`config.mk`:
```
export PLATFORM = sky130hd
export DESIGN_NAME = axi4_lite_slave_regs
export DESIGN_NICKNAME = d
export VERILOG_FILES = /design/src/rtl/axi4_lite_pkg.sv /design/src/rtl/axi4_lite_strb_reg.sv /design/src/rtl/axi4_lite_slave_regs.sv
export SDC_FILE = /design/constraint.sdc
export NUM_CORES = 1
export LEC_CHECK = 0
export BUFFER_PORTS_ARGS = -buffer_cell sky130_fd_sc_hd__buf_2
export CORE_UTILIZATION = 30
export DETAILED_ROUTE_END_ITERATION = 10
export GPL_TIMING_DRIVEN = 1
export PLACE_DENSITY = 0.58
export SLEW_MARGIN = 20
export SYNTH_ARGS = -nofsm -noshare
export SYNTH_HDL_FRONTEND = slang
export SYNTH_HIERARCHICAL = 1
export SYNTH_SLANG_ARGS = --single-unit
```
`constraint.sdc`:
```
create_clock -name clk -period 6.6 [get_ports clk]
set_input_delay 1.32 -clock clk [delete_from_list [all_inputs] [get_ports clk]]
set_output_delay 1.32 -clock clk [all_outputs]
set_load 0.1 [all_outputs]
```
`src/rtl/axi4_lite_pkg.sv`:
```
// Shared AXI4-Lite definitions: response codes, register geometry and FSM state types
// used by the register-bank slave and its per-register storage cells.
package axi4_lite_pkg;

    localparam logic [1:0] RESP_OKAY   = 2'b00;
    localparam logic [1:0] RESP_SLVERR = 2'b10;

    localparam int REG_W  = 32;
    localparam int STRB_W = REG_W / 8;

    typedef enum logic {
        W_IDLE,
        W_RESP
    } wr_state_e;

    typedef enum logic {
        R_IDLE,
        R_DATA
    } rd_state_e;

endpackage

```
`src/rtl/axi4_lite_strb_reg.sv`:
```
// One 32-bit control register with per-byte write strobes; one instance per register
// of the AXI4-Lite register bank.
module axi4_lite_strb_reg
    import axi4_lite_pkg::*;
(
    input  logic              clk,
    input  logic              rst_n,
    input  logic              we_i,
    input  logic [REG_W-1:0]  wdata_i,
    input  logic [STRB_W-1:0] wstrb_i,
    output logic [REG_W-1:0]  data_o
);

    logic [REG_W-1:0] data_q;
    logic [REG_W-1:0] data_d;

    always_comb begin
        // NOTE: hold value assigned first so every path drives data_d and no latch is inferred.
        data_d = data_q;
        if (we_i) begin
            for (int k = 0; k < STRB_W; k++) begin
                if (wstrb_i[k]) begin
                    data_d[8*k +: 8] = wdata_i[8*k +: 8];
                end
            end
        end
    end

    // NOTE: this is a software-visible register file, not a RAM, so every cell is reset to 0.
    always_ff @(posedge clk or negedge rst_n) begin
        if (!rst_n) begin
            data_q <= '0;
        end else begin
            // NOTE: non-blocking so all registers sample pre-edge values on the same edge.
            data_q <= data_d;
        end
    end

    assign data_o = data_q;

endmodule

```
`src/rtl/axi4_lite_slave_regs.sv`:
```
// AXI4-Lite slave exposing G_NB_REGS byte-strobed 32-bit registers, with independent
// write (AW/W/B) and read (AR/R) state machines and a per-register write strobe.
module axi4_lite_slave_regs
    import axi4_lite_pkg::*;
#(
    parameter int G_ADDR_WIDTH = 8,
    parameter int G_DATA_WIDTH = 32,
    parameter int G_NB_REGS    = 16
) (
    input  logic                      clk,
    input  logic                      rst_n,
    input  logic [G_ADDR_WIDTH-1:0]   s_awaddr,
    input  logic                      s_awvalid,
    output logic                      s_awready,
    input  logic [G_DATA_WIDTH-1:0]   s_wdata,
    input  logic [G_DATA_WIDTH/8-1:0] s_wstrb,
    input  logic                      s_wvalid,
    output logic                      s_wready,
    output logic [1:0]                s_bresp,
    output logic                      s_bvalid,
    input  logic                      s_bready,
    input  logic [G_ADDR_WIDTH-1:0]   s_araddr,
    input  logic                      s_arvalid,
    output logic                      s_arready,
    output logic [G_DATA_WIDTH-1:0]   s_rdata,
    output logic [1:0]                s_rresp,
    output logic                      s_rvalid,
    input  logic                      s_rready,
    output logic [G_NB_REGS*32-1:0]   regs_o,
    output logic [G_NB_REGS-1:0]      wr_pulse_o
);

    localparam int          IDX_W     = G_ADDR_WIDTH - 2;
    localparam logic [31:0] NB_REGS_U = 32'(G_NB_REGS);

    wr_state_e                wr_state_q, wr_state_d;
    logic                     aw_done_q, aw_done_d;
    logic [IDX_W-1:0]         aw_idx_q, aw_idx_d;
    logic                     w_done_q, w_done_d;
    logic [REG_W-1:0]         wdata_q, wdata_d;
    logic [STRB_W-1:0]        wstrb_q, wstrb_d;
    logic                     awready_q, awready_d;
    logic                     wready_q, wready_d;
    logic                     bvalid_q, bvalid_d;
    logic [1:0]               bresp_q, bresp_d;
    logic [G_NB_REGS-1:0]     wr_pulse_q, wr_pulse_d;

    rd_state_e                rd_state_q, rd_state_d;
    logic                     arready_q, arready_d;
    logic                     rvalid_q, rvalid_d;
    logic [REG_W-1:0]         rdata_q, rdata_d;
    logic [1:0]               rresp_q, rresp_d;

    logic                     aw_hs, w_hs, ar_hs, commit;
    logic [IDX_W-1:0]         wr_idx;
    logic [31:0]              wr_idx32, ar_idx32;
    logic                     wr_in_range, ar_in_range;
    logic [REG_W-1:0]         wr_data, rd_val;
    logic [STRB_W-1:0]        wr_strb;
    logic [G_NB_REGS-1:0]     wr_en;
    logic [REG_W-1:0]         reg_val [G_NB_REGS];
    logic                     unused_lsbs;

    assign unused_lsbs = ^{s_awaddr[1:0], s_araddr[1:0]};

    assign aw_hs = s_awvalid & awready_q;
    assign w_hs  = s_wvalid & wready_q;
    assign ar_hs = s_arvalid & arready_q;

    // A channel already latched takes precedence; otherwise the beat handshaking now is used.
    assign wr_idx      = aw_done_q ? aw_idx_q : s_awaddr[G_ADDR_WIDTH-1:2];
    assign wr_data     = w_done_q ? wdata_q : s_wdata;
    assign wr_strb     = w_done_q ? wstrb_q : s_wstrb;
    assign wr_idx32    = 32'(wr_idx);
    assign wr_in_range = wr_idx32 < NB_REGS_U;
    assign commit      = (wr_state_q == W_IDLE) && (aw_done_q | aw_hs) && (w_done_q | w_hs);

    assign ar_idx32    = 32'(s_araddr[G_ADDR_WIDTH-1:2]);
    assign ar_in_range = ar_idx32 < NB_REGS_U;

    for (genvar g = 0; g < G_NB_REGS; g++) begin : g_reg
        assign wr_en[g] = commit && wr_in_range && (wr_idx32 == 32'(g));

        axi4_lite_strb_reg u_reg (
            .clk     (clk),
            .rst_n   (rst_n),
            .we_i    (wr_en[g]),
            .wdata_i (wr_data),
            .wstrb_i (wr_strb),
            .data_o  (reg_val[g])
        );

        assign regs_o[32*g +: 32] = reg_val[g];
    end

    always_comb begin
        wr_state_d = wr_state_q;
        aw_done_d  = aw_done_q;
        aw_idx_d   = aw_idx_q;
        w_done_d   = w_done_q;
        wdata_d    = wdata_q;
        wstrb_d    = wstrb_q;
        bvalid_d   = bvalid_q;
        bresp_d    = bresp_q;
        case (wr_state_q)
            W_IDLE: begin
                if (aw_hs) begin
                    aw_done_d = 1'b1;
                    aw_idx_d  = s_awaddr[G_ADDR_WIDTH-1:2];
                end
                if (w_hs) begin
                    w_done_d = 1'b1;
                    wdata_d  = s_wdata;
                    wstrb_d  = s_wstrb;
                end
                if (commit) begin
                    wr_state_d = W_RESP;
                    aw_done_d  = 1'b0;
                    w_done_d   = 1'b0;
                    bvalid_d   = 1'b1;
                    bresp_d    = wr_in_range ? RESP_OKAY : RESP_SLVERR;
                end
            end
            W_RESP: begin
                if (s_bready) begin
                    wr_state_d = W_IDLE;
                    bvalid_d   = 1'b0;
                end
            end
            default: wr_state_d = W_IDLE;
        endcase
        // Readies are registered, so they are derived from the next-cycle state.
        awready_d  = (wr_state_d == W_IDLE) && !aw_done_d;
        wready_d   = (wr_state_d == W_IDLE) && !w_done_d;
        wr_pulse_d = wr_en;
    end

    always_ff @(posedge clk or negedge rst_n) begin
        if (!rst_n) begin
            wr_state_q <= W_IDLE;
            aw_done_q  <= 1'b0;
            aw_idx_q   <= '0;
            w_done_q   <= 1'b0;
            wdata_q    <= '0;
            wstrb_q    <= '0;
            awready_q  <= 1'b0;
            wready_q   <= 1'b0;
            bvalid_q   <= 1'b0;
            bresp_q    <= RESP_OKAY;
            wr_pulse_q <= '0;
        end else begin
            wr_state_q <= wr_state_d;
            aw_done_q  <= aw_done_d;
            aw_idx_q   <= aw_idx_d;
            w_done_q   <= w_done_d;
            wdata_q    <= wdata_d;
            wstrb_q    <= wstrb_d;
            awready_q  <= awready_d;
            wready_q   <= wready_d;
            bvalid_q   <= bvalid_d;
            bresp_q    <= bresp_d;
            wr_pulse_q <= wr_pulse_d;
        end
    end

    // Out-of-range indices match no register and therefore read as 0.
    always_comb begin
        rd_val = '0;
        for (int i = 0; i < G_NB_REGS; i++) begin
            if (ar_idx32 == 32'(i)) begin
                rd_val = reg_val[i];
            end
        end
    end

    always_comb begin
        rd_state_d = rd_state_q;
        rvalid_d   = rvalid_q;
        rdata_d    = rdata_q;
        rresp_d    = rresp_q;
        case (rd_state_q)
            R_IDLE: begin
                if (ar_hs) begin
                    rd_state_d = R_DATA;
                    rvalid_d   = 1'b1;
                    rdata_d    = rd_val;
                    rresp_d    = ar_in_range ? RESP_OKAY : RESP_SLVERR;
                end
            end
            R_DATA: begin
                if (s_rready) begin
                    rd_state_d = R_IDLE;
                    rvalid_d   = 1'b0;
                end
            end
            default: rd_state_d = R_IDLE;
        endcase
        arready_d = (rd_state_d == R_IDLE);
    end

    always_ff @(posedge clk or negedge rst_n) begin
        if (!rst_n) begin
            rd_state_q <= R_IDLE;
            arready_q  <= 1'b0;
            rvalid_q   <= 1'b0;
            rdata_q    <= '0;
            rresp_q    <= RESP_OKAY;
        end else begin
            rd_state_q <= rd_state_d;
            arready_q  <= arready_d;
            rvalid_q   <= rvalid_d;
            rdata_q    <= rdata_d;
            rresp_q    <= rresp_d;
        end
    end

    assign s_awready  = awready_q;
    assign s_wready   = wready_q;
    assign s_bvalid   = bvalid_q;
    assign s_bresp    = bresp_q;
    assign s_arready  = arready_q;
    assign s_rvalid   = rvalid_q;
    assign s_rdata    = rdata_q;
    assign s_rresp    = rresp_q;
    assign wr_pulse_o = wr_pulse_q;

endmodule

```
==> impl_metrics.env, run 1 <==
export IMPL_critical_path_arrival_ns=4.74
export IMPL_crit_path_top_delay_cell="nor4_1"
export IMPL_holdCritPathClass="register to register"
export IMPL_dpl_cell_area_sq_um=33100
export IMPL_r2r_setup_slack_ns=2.54
export IMPL_critPathCaptureType="register"
export IMPL_antenna_found_initial=12
export IMPL_power_frac_comb=0.480
export IMPL_synth_most_common_cell="dfrtp_1"
export IMPL_worstPathRequired_ns=7.12
export IMPL_grt_busiest_layer="met2"
export IMPL_wl_per_cell_um=32.1
export IMPL_crit_chain="buf_2 -> nand3b_1 -> nor2b_1 -> nor4_1 -> o21ai_0 -> nor2_2 -> nand2_2 -> mux2_2"
export IMPL_fin_cells=4121
export IMPL_fin_worst_skew_ns=0.0189
export IMPL_hold_viol=0
export IMPL_grt_pass1_vias=22100
export IMPL_path_clk_slew_ns=0.06
export IMPL_yosys_area_top_type="dfrtp_1"
export IMPL_die_y_um=309
export IMPL_holdPathEnd="s_rvalid$_DFFE_PN0P_"
export IMPL_cts_root_buffer="clkbuf_16"
export IMPL_met1_usage=0.352
export IMPL_leakagePower_nw=18.5
export IMPL_synth_top_family_by_area="multiplexers"
export IMPL_gp_congestion=0.877
export IMPL_hp_start="rd_state_q$_DFF_PN0_"
export IMPL_boundaryPins=628
export IMPL_cp_max_fo=8
export IMPL_synthSimpleGateAreaFrac=0.0595
export IMPL_dpl_cell_count=3980
export IMPL_async_flop_share=1.00
export IMPL_fin_crit_ns=4.21
export IMPL_grt_overflow=0
export IMPL_vias=22300
export IMPL_slowest_delay_ns=0.94
export IMPL_drtAntennaViolNets=0
export IMPL_synth_top_area_frac=0.543
export IMPL_area_growth_synth_to_final_pct=25.9
export IMPL_start_kind="input port"
export IMPL_synth_commonest_cells="dfrtp_1 (613), mux2_2 (610), mux2i_1 (91), a21oi_1 (83), nand2_1 (80)"
export IMPL_grt_met2_usage=0.440
export IMPL_htreeDepth=3
export IMPL_numClockSinks=613
export IMPL_switchingPower_mw=9.80
export IMPL_final_net_count=2863
export IMPL_tritoncts="yes"
export IMPL_synthCells=2140
export IMPL_avgSynthCellArea_sq_um=13.2
export IMPL_grt_max_degree=150
export IMPL_final_max_slew_viol_count=0
export IMPL_drt_wl_total_mm=132
export IMPL_drt_first_pass_iters=5
export IMPL_tightest_slew_ns=1.12
export IMPL_die_area_sq_um=95500
export IMPL_clock_fmax_mhz=237
export IMPL_routed_via_density=5.40
export IMPL_synth_cell_area_sq_um=28300
export IMPL_die_w_um=309
export IMPL_reg2reg_depth=6
export IMPL_postCtsHoldBufs=0
export IMPL_postCtsSetupBuffers=0
export IMPL_grt_total_usage=0.273
export IMPL_synth_compound_area_frac=0.0900
export IMPL_drc=0
export IMPL_ys_ff_latch=613
export IMPL_holdPathStages=1
export IMPL_synth_seq_area_share=0.543
export IMPL_ir_worst_vdd_mv=0.293
export IMPL_finalSetupTns_ns=0
export IMPL_met3_usage=0.0684
export IMPL_ys_warnings_count=6
export IMPL_clock_latency_ns=0.65
export IMPL_pwr_density_cell_nw_per_um2=519
export IMPL_initial_utilization=0.303
export IMPL_period_share=0.639
export IMPL_cap_viol_max_count=0
export IMPL_numCtsBuffers=76
export IMPL_crit_start="s_wvalid"
export IMPL_setup_viol=0
export IMPL_synth_mux_area_frac=0.290
export IMPL_final_layout_size_suffix_gt1_frac=0.538
export IMPL_hpwlAfterDp_mm=94.3
export IMPL_grt_pass1_wl_mm=181
export IMPL_portBuffers=621
export IMPL_p_int_mw=8.67
export IMPL_synth_edf_count=0
export IMPL_drtIter0Drc=1683
export IMPL_final_cell_area_sq_um=35600
export IMPL_cts_resized_gates=0
export IMPL_crit_buf_inv=1
export IMPL_synth_xor_area_share=0
export IMPL_synth_area_leaders="dfrtp_1 (54%), mux2_2 (24%), mux2i_1 (3.2%), a21oi_1 (1.5%), mux4_2 (1.4%)"
export IMPL_r2r_end="g_reg[0].u_reg/data_o[16]$_DFFE_PN0P_"
export IMPL_reg2reg_from="w_done_q$_DFF_PN0_"
export IMPL_yosys_area_share_adder=0
export IMPL_relSlewSlack=0.245
export IMPL_synthDistinctLibCells=72
export IMPL_critPathKind="input port to register"
export IMPL_switching_share=0.531
export IMPL_power_share_clock=0.232
export IMPL_seq_power_share=0.288
export IMPL_std_cell_rows=112
export IMPL_clk_path_buf_depth=3
export IMPL_fillers=9306
export IMPL_core_area_sq_um=93300
export IMPL_status="finished clean"
export IMPL_synth_ff_type="dfrtp_1"
export IMPL_grt_setup_unrepaired="false"
export IMPL_cp_top_family="simple AND/OR/NAND/NOR gates"
[stage by stage]
stage	total power [mW]	setup slack, ns	hold slack, ns	utilization
global route	19.0	2.29	0.491	0.381
detailed placement	14.2	1.75	0.456	0.354
CTS	18.6	2.44	0.463	0.381
global placement	14.2	1.73	0.451	0.354
finish	18.5	2.39	0.467	0.381
floorplan	12.1	3.16	0.431	-
[flip-flops by register name, summed over array words and instances (netlist names)]
signal and count:
w_done_q 1, s_arready 1, s_wready 1, s_bresp 1, s_rdata 32, wstrb_q 4
s_awready 1, wr_state_q 1, wdata_q 32, g.u_reg/data_o 512, wr_pulse_o 16, s_rresp 1
s_bvalid 1, s_rvalid 1, rd_state_q 1, aw_done_q 1, aw_idx_q 6
[worst max-delay path by stage]
stage | to | depth (start not counted) | slack, ns
2_1_floorplan | g_reg[8].u_reg/data_o[12]$_DFFE_PN0P_ | 8 | 3.16
3_3_place_gp | g_reg[11].u_reg/data_o[9]$_DFFE_PN0P_ | 8 | 1.73
3_5_place_dp | g_reg[0].u_reg/data_o[18]$_DFFE_PN0P_ | 8 | 1.75
4_1_cts | g_reg[0].u_reg/data_o[18]$_DFFE_PN0P_ | 8 | 2.44
5_1_grt | g_reg[0].u_reg/data_o[16]$_DFFE_PN0P_ | 8 | 2.29
6_report | g_reg[0].u_reg/data_o[16]$_DFFE_PN0P_ | 8 | 2.39
[per-layer routing]
layer / up-vias / part of all wire
met5: - / 0.00020
met4: 4 / 0.035
met3: 210 / 0.081
met2: 893 / 0.47
met1: 11800 / 0.42
li1: 9385 / -
[layout make-up]
cell class,count,area (sq um),area share
clock inverter,33,372,0.0104
tap,1254,1570,0.0441
inverter,11,41.3,0.00116
multi-input combinational,1420,12500,0.350
timing repair buffer,682,3640,0.102
clock buffer,103,2150,0.0605
sequential,613,15300,0.431
antenna,5,12.5,0.000352
[cells in the final DEF, fill, tap and decap left out, types with 7 or more instances in the layout]
| master | Yosys | final |
|---|---|---|
| dfrtp_1 | 613 | 612 |
| nand2_1 | 80 | 80 |
| inv_1 | 10 | 9 |
| clkinv_2 | 0 | 15 |
| a31oi_1 | 17 | 17 |
| o21a_1 | 12 | 12 |
| nor3_1 | 18 | 18 |
| nor2b_1 | 14 | 13 |
| nand2_2 | 64 | 64 |
| and3_1 | 8 | 7 |
| o22ai_1 | 36 | 36 |
| nor2_1 | 74 | 67 |
| a31o_2 | 13 | 13 |
| a221oi_1 | 18 | 18 |
| nand2b_1 | 10 | 9 |
| clkbuf_16 | 0 | 77 |
| mux4_2 | 18 | 18 |
| a211oi_1 | 10 | 10 |
| buf_2 | 39 | 618 |
| buf_4 | 13 | 57 |
| o32ai_1 | 11 | 11 |
| a221o_1 | 9 | 9 |
| mux2_2 | 610 | 610 |
| o21ai_0 | 79 | 79 |
| or3_1 | 10 | 10 |
| a22oi_1 | 10 | 10 |
| o221ai_1 | 19 | 19 |
| clkbuf_8 | 0 | 15 |
| mux2i_1 | 91 | 91 |
| a21boi_0 | 8 | 8 |
| nand3_1 | 17 | 17 |
| clkbuf_1 | 36 | 13 |
| a21oi_1 | 83 | 82 |
[power groups by stage]
| stage | sequential [mW] | combinational [mW] | clock, mW |
|---|---|---|---|
| floorplan | 10.5 | 1.66 | 0 |
| finish | 5.32 | 8.85 | 4.29 |
| detailed placement | 5.37 | 8.87 | 0 |
| CTS | 5.31 | 8.88 | 4.37 |
| global route | 5.43 | 9.10 | 4.51 |
| global placement | 5.34 | 8.84 | 0 |
[cells by family after synthesis]
kind of cell | Yosys count
buf+inv | 108
mux | 719
compound gates | 379
flops | 613
simple gates | 320
other cells | 1
No activity file was read; power rests on OpenSTA's default activity.
==> run 2, diff against run 1 <==
--- a/config.mk
+++ b/config.mk
@@ -5,6 +5,7 @@
 export SDC_FILE = /design/constraint.sdc
 export NUM_CORES = 1
 export LEC_CHECK = 0
+export ABC_AREA = 1
 export BUFFER_PORTS_ARGS = -buffer_cell sky130_fd_sc_hd__buf_2
 export CORE_UTILIZATION = 30
 export DETAILED_ROUTE_END_ITERATION = 10
==> constraint.sdc (replaced) <==
create_clock -name clk -period 3.9 [get_ports clk]
set_input_delay 0.78 -clock clk [delete_from_list [all_inputs] [get_ports clk]]
set_output_delay 0.78 -clock clk [all_outputs]
set_load 0.1 [all_outputs]
==> run 2 against run 1 <==
Highest routed layer unchanged. Critical endpoint is now g_reg[0].u_reg/data_o[26]$_DFFE_PN0P_. Synthesized cell count grew 75%. Sequential power grew 71%. Global-route usage is 2.1 points lower.
==> impl_metrics.env, run 2 <==
export IMPL_status="finished clean"
export IMPL_path_clk_slew_ns=0.06
export IMPL_start_kind="register"
export IMPL_core_area_sq_um=95600
export IMPL_r2r_setup_slack_ns=0.65
export IMPL_critical_path_arrival_ns=3.77
export IMPL_cp_depth=11
export IMPL_gp_congestion=0.893
export IMPL_vias=28300
export IMPL_wl_per_cell_um=22.1
export IMPL_hold_viol=0
export IMPL_cp_top_family="simple AND/OR/NAND/NOR gates"
export IMPL_largest_reg_flops=512
export IMPL_synth_top_area_frac=0.527
export IMPL_reg2reg_from="wr_state_q$_DFF_PN0_"
export IMPL_fin_worst_skew_ns=0.0171
export IMPL_critPathKind="register to register"
export IMPL_synth_commonest_cells="nand2_1 (1,640), dfrtp_1 (613), nand3_1 (561), inv_1 (202), nor2_1 (173)"
export IMPL_final_net_count=4431
export IMPL_holdCritPathClass="input port to async pin"
export IMPL_multi_input_area_sq_um=11800
export IMPL_die_w_um=314
export IMPL_crit_chain="inv_2 -> nand3_2 -> inv_1 -> a21oi_1 -> or2_2 -> a21oi_2 -> nand3_1 -> nor2_4 -> nand2_2 -> nand2_1 -> nand2_1"
export IMPL_die_y_um=314
export IMPL_yosys_area_top_type="dfrtp_1"
export IMPL_fin_crit_ns=3.25
export IMPL_crit_start="wr_state_q$_DFF_PN0_"
export IMPL_portBuffers=621
export IMPL_final_max_slew_viol_count=0
export IMPL_critPathCaptureType="register"
export IMPL_finalSetupTns_ns=0
export IMPL_synth_ff_type="dfrtp_1"
export IMPL_worstPathRequired_ns=4.42
export IMPL_cts_root_buffer="clkbuf_16"
export IMPL_period_share=0.832
export IMPL_htreeDepth=3
export IMPL_synthCells=3746
export IMPL_hpwlAfterDp_mm=92.3
export IMPL_boundaryPins=628
export IMPL_die_area_sq_um=98300
export IMPL_antenna_found_initial=3
export IMPL_final_util=0.380
export IMPL_std_cell_rows=113
export IMPL_avgSynthCellArea_sq_um=7.77
export IMPL_drc=0
export IMPL_drt_first_pass_iters=6
export IMPL_ir_worst_vdd_mv=0.706
export IMPL_synthDistinctLibCells=28
export IMPL_layout_common_cells="nand2_1 (1,639), buf_2 (620), dfrtp_1 (612)"
export IMPL_clock_fmax_mhz=308
export IMPL_relSlewSlack=0.358
export IMPL_postCtsHoldBufs=0
export IMPL_fillers=10000
export IMPL_area_growth_synth_to_final_pct=24.8
export IMPL_grt_pass1_wl_mm=184
export IMPL_crit_end="g_reg[0].u_reg/data_o[26]$_DFFE_PN0P_"
export IMPL_seq_area_sq_um=15300
export IMPL_crit_path_top_delay_cell="nor2_4"
export IMPL_initial_utilization=0.305
export IMPL_slowest_delay_ns=0.65
export IMPL_grt_total_usage=0.252
export IMPL_crit_buf_inv=2
export IMPL_async_flop_share=1.00
export IMPL_grt_pass1_vias=26800
export IMPL_cp_max_fo=14
export IMPL_leakagePower_nw=20.6
export IMPL_postCtsSetupBuffers=0
export IMPL_setup_viol=0
export IMPL_layout_commonest_cell="nand2_1"
export IMPL_ys_warnings_count=6
export IMPL_pwr_density_cell_nw_per_um2=861
export IMPL_drt_wl_total_mm=126
export IMPL_final_layout_size_suffix_gt1_frac=0.226
export IMPL_clk_path_buf_depth=3
export IMPL_cap_viol_max_count=0
export IMPL_drtAntennaViolNets=0
export IMPL_numCtsBuffers=75
export IMPL_r2r_end="g_reg[0].u_reg/data_o[26]$_DFFE_PN0P_"
export IMPL_numClockSinks=613
export IMPL_synth_seq_area_share=0.527
export IMPL_synth_cell_area_sq_um=29100
export IMPL_ys_ff_latch=613
export IMPL_synth_most_common_cell="nand2_1"
export IMPL_cts_resized_gates=0
export IMPL_cpMostUsedCell="nand2_1"
export IMPL_grt_max_degree=145
export IMPL_synth_edf_count=0
export IMPL_tightest_slew_ns=0.963
export IMPL_synth_area_leaders="dfrtp_1 (53%), nand2_1 (21%), nand3_1 (9.6%), inv_1 (2.6%), buf_6 (2.6%)"
export IMPL_clock_latency_ns=0.64
export IMPL_drtIter0Drc=2940
export IMPL_routed_via_density=4.98
export IMPL_reg2reg_depth=11
export IMPL_grt_overflow=0
export IMPL_grt_setup_unrepaired="false"
export IMPL_tritoncts="yes"
## run 2: metrics by stage
stage          area (sq um)  hold WS, ns  std cells  power [mW]  setup slack [ns]
6_report              36300        0.154       5689        31.3             0.655
5_1_grt               36300        0.179       5687        32.4             0.433
4_1_cts               36300        0.170       5686        31.4             0.661
3_5_place_dp          33900        0.441       5560        24.4             0.325
3_3_place_gp          33900        0.443       5560        24.3             0.346
2_1_floorplan         29100        0.418       3747        20.5              1.09
## run 2: how the worst min path moves through the flow
stage                                                  endpoint  cells past startpoint
after CTS                 g_reg[11].u_reg/data_o[2]$_DFFE_PN0P_                      1
after global placement                     s_rvalid$_DFFE_PN0P_                      1
after detailed placement                   s_rvalid$_DFFE_PN0P_                      1
after floorplan                            s_rvalid$_DFFE_PN0P_                      1
final                     g_reg[11].u_reg/data_o[2]$_DFFE_PN0P_                      1
after global routing      g_reg[11].u_reg/data_o[2]$_DFFE_PN0P_                      1
## run 2: where the power goes
group | total [mW] | internal (mW) | switching [mW]
logic | 15.2 | 1.92 | 13.3
registers | 9.12 | 7.81 | 1.31
clock network | 6.93 | 4.06 | 2.88
total | 31.3 | 13.8 | 17.5
## run 2: area by class of cell
| cell class | count | area share |
|---|---|---|
| well taps | 1265 | 0.0435 |
| multi-input cells | 2722 | 0.325 |
| clock buffers | 104 | 0.0594 |
| inverters | 212 | 0.0219 |
| diodes | 3 | 0.000207 |
| repair buffers | 748 | 0.121 |
| flip-flops and latches | 613 | 0.422 |
| clock inverters | 22 | 0.00637 |
## run 2: kinds of logic after synthesis
family | Yosys count | synth area share
flops | 613 | 0.527
mux | 1 | 0.000344
simple gates | 2572 | 0.373
compound gates | 147 | 0.0254
buf+inv | 412 | 0.0742
other cells | 1 | 0.000129
## run 2: worst reg2reg max path, cell delays in order (launching register included)
cell,delay (ns)
dfrtp_1,0.40
inv_2,0.12
nand3_2,0.18
inv_1,0.22
a21oi_1,0.07
or2_2,0.33
a21oi_2,0.22
nand3_1,0.41
nor2_4,0.66
nand2_2,0.33
nand2_1,0.15
nand2_1,0.05
## run 2: layer usage
layer  GRT usage  vias to the layer above  wire length (um)  part of all wire
met3      0.0559                      239              9290             0.074
met5           0                        -                13           0.00010
li1            -                    13200                 -                 -
met2       0.412                     1087             60000              0.48
met4       0.114                        2              5710             0.045
met1       0.316                    13800             50600              0.40
==> run 3, diff against run 2 <==
--- a/config.mk
+++ b/config.mk
@@ -5,7 +5,7 @@
 export SDC_FILE = /design/constraint.sdc
 export NUM_CORES = 1
 export LEC_CHECK = 0
-export ABC_AREA = 1
+export ABC_AREA = 0
 export BUFFER_PORTS_ARGS = -buffer_cell sky130_fd_sc_hd__buf_2
 export CORE_UTILIZATION = 30
 export DETAILED_ROUTE_END_ITERATION = 10
==> constraint.sdc (replaced) <==
create_clock -name clk -period 3.3 [get_ports clk]
set_input_delay 0.66 -clock clk [delete_from_list [all_inputs] [get_ports clk]]
set_output_delay 0.66 -clock clk [all_outputs]
set_load 0.1 [all_outputs]
==> run 3 against run 2 <==
Total power increased by 19%. Via count decreased by 20%. Global-route usage increased by 2.3 points. Clock power increased by 25%. Critical path depth decreased by 2. First-iteration DRC count decreased by 48%. Utilization increased by 0.99 points. Fmax increased by 13%. Sequential power increased by 17%. Register-to-register slack got worse by 0.22 ns. Clock skew increased by 0.0072 ns. Critical path type unchanged. Largest cell class unchanged. Largest power group unchanged.
==> impl_metrics.env, run 3 (same netlist as run 1, synthesis figures left out) <==
export IMPL_status="finished clean"
export IMPL_r2r_end="g_reg[8].u_reg/data_o[14]$_DFFE_PN0P_"
export IMPL_fin_crit_ns=2.87
export IMPL_final_max_slew_viol_count=0
export IMPL_portBuffers=621
export IMPL_hold_viol=0
export IMPL_antenna_found_initial=13
export IMPL_critPathCaptureType="register"
export IMPL_grt_max_degree=74
export IMPL_critical_path_arrival_ns=3.37
export IMPL_start_kind="register"
export IMPL_period_share=0.869
export IMPL_area_growth_synth_to_final_pct=28.8
export IMPL_grt_overflow=0
export IMPL_leakagePower_nw=18.9
export IMPL_layout_common_cells="buf_2 (618), dfrtp_1 (612), mux2_2 (610)"
export IMPL_worstPathRequired_ns=3.80
export IMPL_cts_resized_gates=0
export IMPL_tightest_slew_ns=0.919
export IMPL_postCtsHoldBufs=0
export IMPL_initial_utilization=0.303
export IMPL_critPathKind="register to register"
export IMPL_grt_pass1_vias=22700
export IMPL_hold_ws_ns=0.0414
export IMPL_drtIter0Drc=1518
export IMPL_postCtsSetupBuffers=0
export IMPL_grt_pass1_wl_mm=183
export IMPL_grt_total_usage=0.274
export IMPL_die_y_um=309
export IMPL_drtAntennaViolNets=0
export IMPL_clk_path_buf_depth=3
export IMPL_cts_root_buffer="clkbuf_16"
export IMPL_htreeDepth=3
export IMPL_hpwlAfterDp_mm=99.1
export IMPL_fin_worst_skew_ns=0.0242
export IMPL_largest_reg_flops=512
export IMPL_setup_viol=0
export IMPL_layout_commonest_cell="buf_2"
export IMPL_numCtsBuffers=74
export IMPL_dpl_cell_count=4067
export IMPL_vias=22600
export IMPL_fillers=9278
export IMPL_die_area_sq_um=95500
export IMPL_core_area_sq_um=93300
export IMPL_fin_cells=4202
export IMPL_pwr_density_cell_nw_per_um2=1020
export IMPL_grt_setup_unrepaired="false"
export IMPL_die_w_um=309
export IMPL_tritoncts="yes"
export IMPL_reg2reg_from="aw_done_q$_DFF_PN0_"
export IMPL_drc=0
export IMPL_clock_latency_ns=0.64
export IMPL_cap_viol_max_count=0
export IMPL_ir_worst_vdd_mv=0.630
export IMPL_std_cell_rows=112
export IMPL_holdCritPathClass="input port to async pin"
export IMPL_final_layout_size_suffix_gt1_frac=0.549
export IMPL_gp_congestion=0.885
export IMPL_reg2reg_depth=9
export IMPL_relSlewSlack=0.388
export IMPL_drt_wl_total_mm=133
export IMPL_wl_per_cell_um=31.7
export IMPL_drt_first_pass_iters=6
export IMPL_cp_max_fo=14
export IMPL_numClockSinks=613
export IMPL_finalSetupTns_ns=0
export IMPL_boundaryPins=628
export IMPL_final_net_count=2948
export IMPL_clock_fmax_mhz=349
export IMPL_r2r_setup_slack_ns=0.43
export IMPL_path_clk_slew_ns=0.06
export IMPL_finalPower_mw=37.3
export IMPL_routed_via_density=5.37
==> run 3: cell types whose count changed in the layout (fill, tap and decap cells not counted), moves of 90 or more <==
cell     previous run  this run
nand2_1          1639        80
mux2_2              0       610
nand3_1           560        17
inv_1             202         9
nand4_1            92         0
mux2i_1             1        91
==> run 3: per-layer routing <==
metal	routed length (um)	vias up	part of all wire	track usage
met1	54700	11900	0.41	0.348
met4	5000	8	0.038	0.0985
met3	11300	234	0.085	0.0849
met5	45	-	0.00034	0
met2	62100	904	0.47	0.439
li1	-	9545	-	-
==> run 3: report_power, final <==
group / switching, mW / total (mW) / internal, mW
clock network: 3.41 / 8.65 / 5.24
logic: 14.8 / 17.9 / 3.13
registers: 1.42 / 10.7 / 9.26
==> run 3: per-stage QoR <==
step | instance area, sq um | util | setup WS [ns]
4_1_cts | 36400 | 0.390 | 0.467
3_3_place_gp | 33900 | 0.363 | 0.315
3_5_place_dp | 33900 | 0.363 | 0.243
6_report | 36400 | 0.390 | 0.432
5_1_grt | 36400 | 0.390 | 0.388
2_1_floorplan | 28300 | - | 0.214
==> run 3: layout make-up <==
cell class                      instances  area, sq um  area share
Antenna cell                            6         15.0    0.000412
Inverter                               11         41.3     0.00113
Multi-Input combinational cell       1420        12400       0.342
Timing Repair Buffer                  769         4480       0.123
Sequential cell                       613        15300       0.421
Clock inverter                         30          432      0.0119
Clock buffer                           99         2100      0.0576
Tap cell                             1254         1570      0.0431
==> run 3: worst max path at each step <==
stage	start	to	cells after the start
3_3_place_gp	s_araddr[3]	s_rdata[22]$_DFFE_PN0P_	7
4_1_cts	w_done_q$_DFF_PN0_	g_reg[8].u_reg/data_o[12]$_DFFE_PN0P_	8
5_1_grt	aw_done_q$_DFF_PN0_	g_reg[8].u_reg/data_o[12]$_DFFE_PN0P_	9
6_report	aw_done_q$_DFF_PN0_	g_reg[8].u_reg/data_o[14]$_DFFE_PN0P_	9
2_1_floorplan	s_wready$_DFF_PN0_	g_reg[8].u_reg/data_o[12]$_DFFE_PN0P_	8
3_5_place_dp	s_araddr[3]	s_rdata[22]$_DFFE_PN0P_	7
==> run 3: critical path: stages (launching register included) <==
cell and delay (ns):
dfrtp_1 0.55, nor3_1 0.24, a21oi_1 0.09, nor4_1 0.32, buf_4 0.22, o21ai_0 0.21
nor2_1 0.31, buf_4 0.20, nand2_2 0.22, mux2_2 0.36
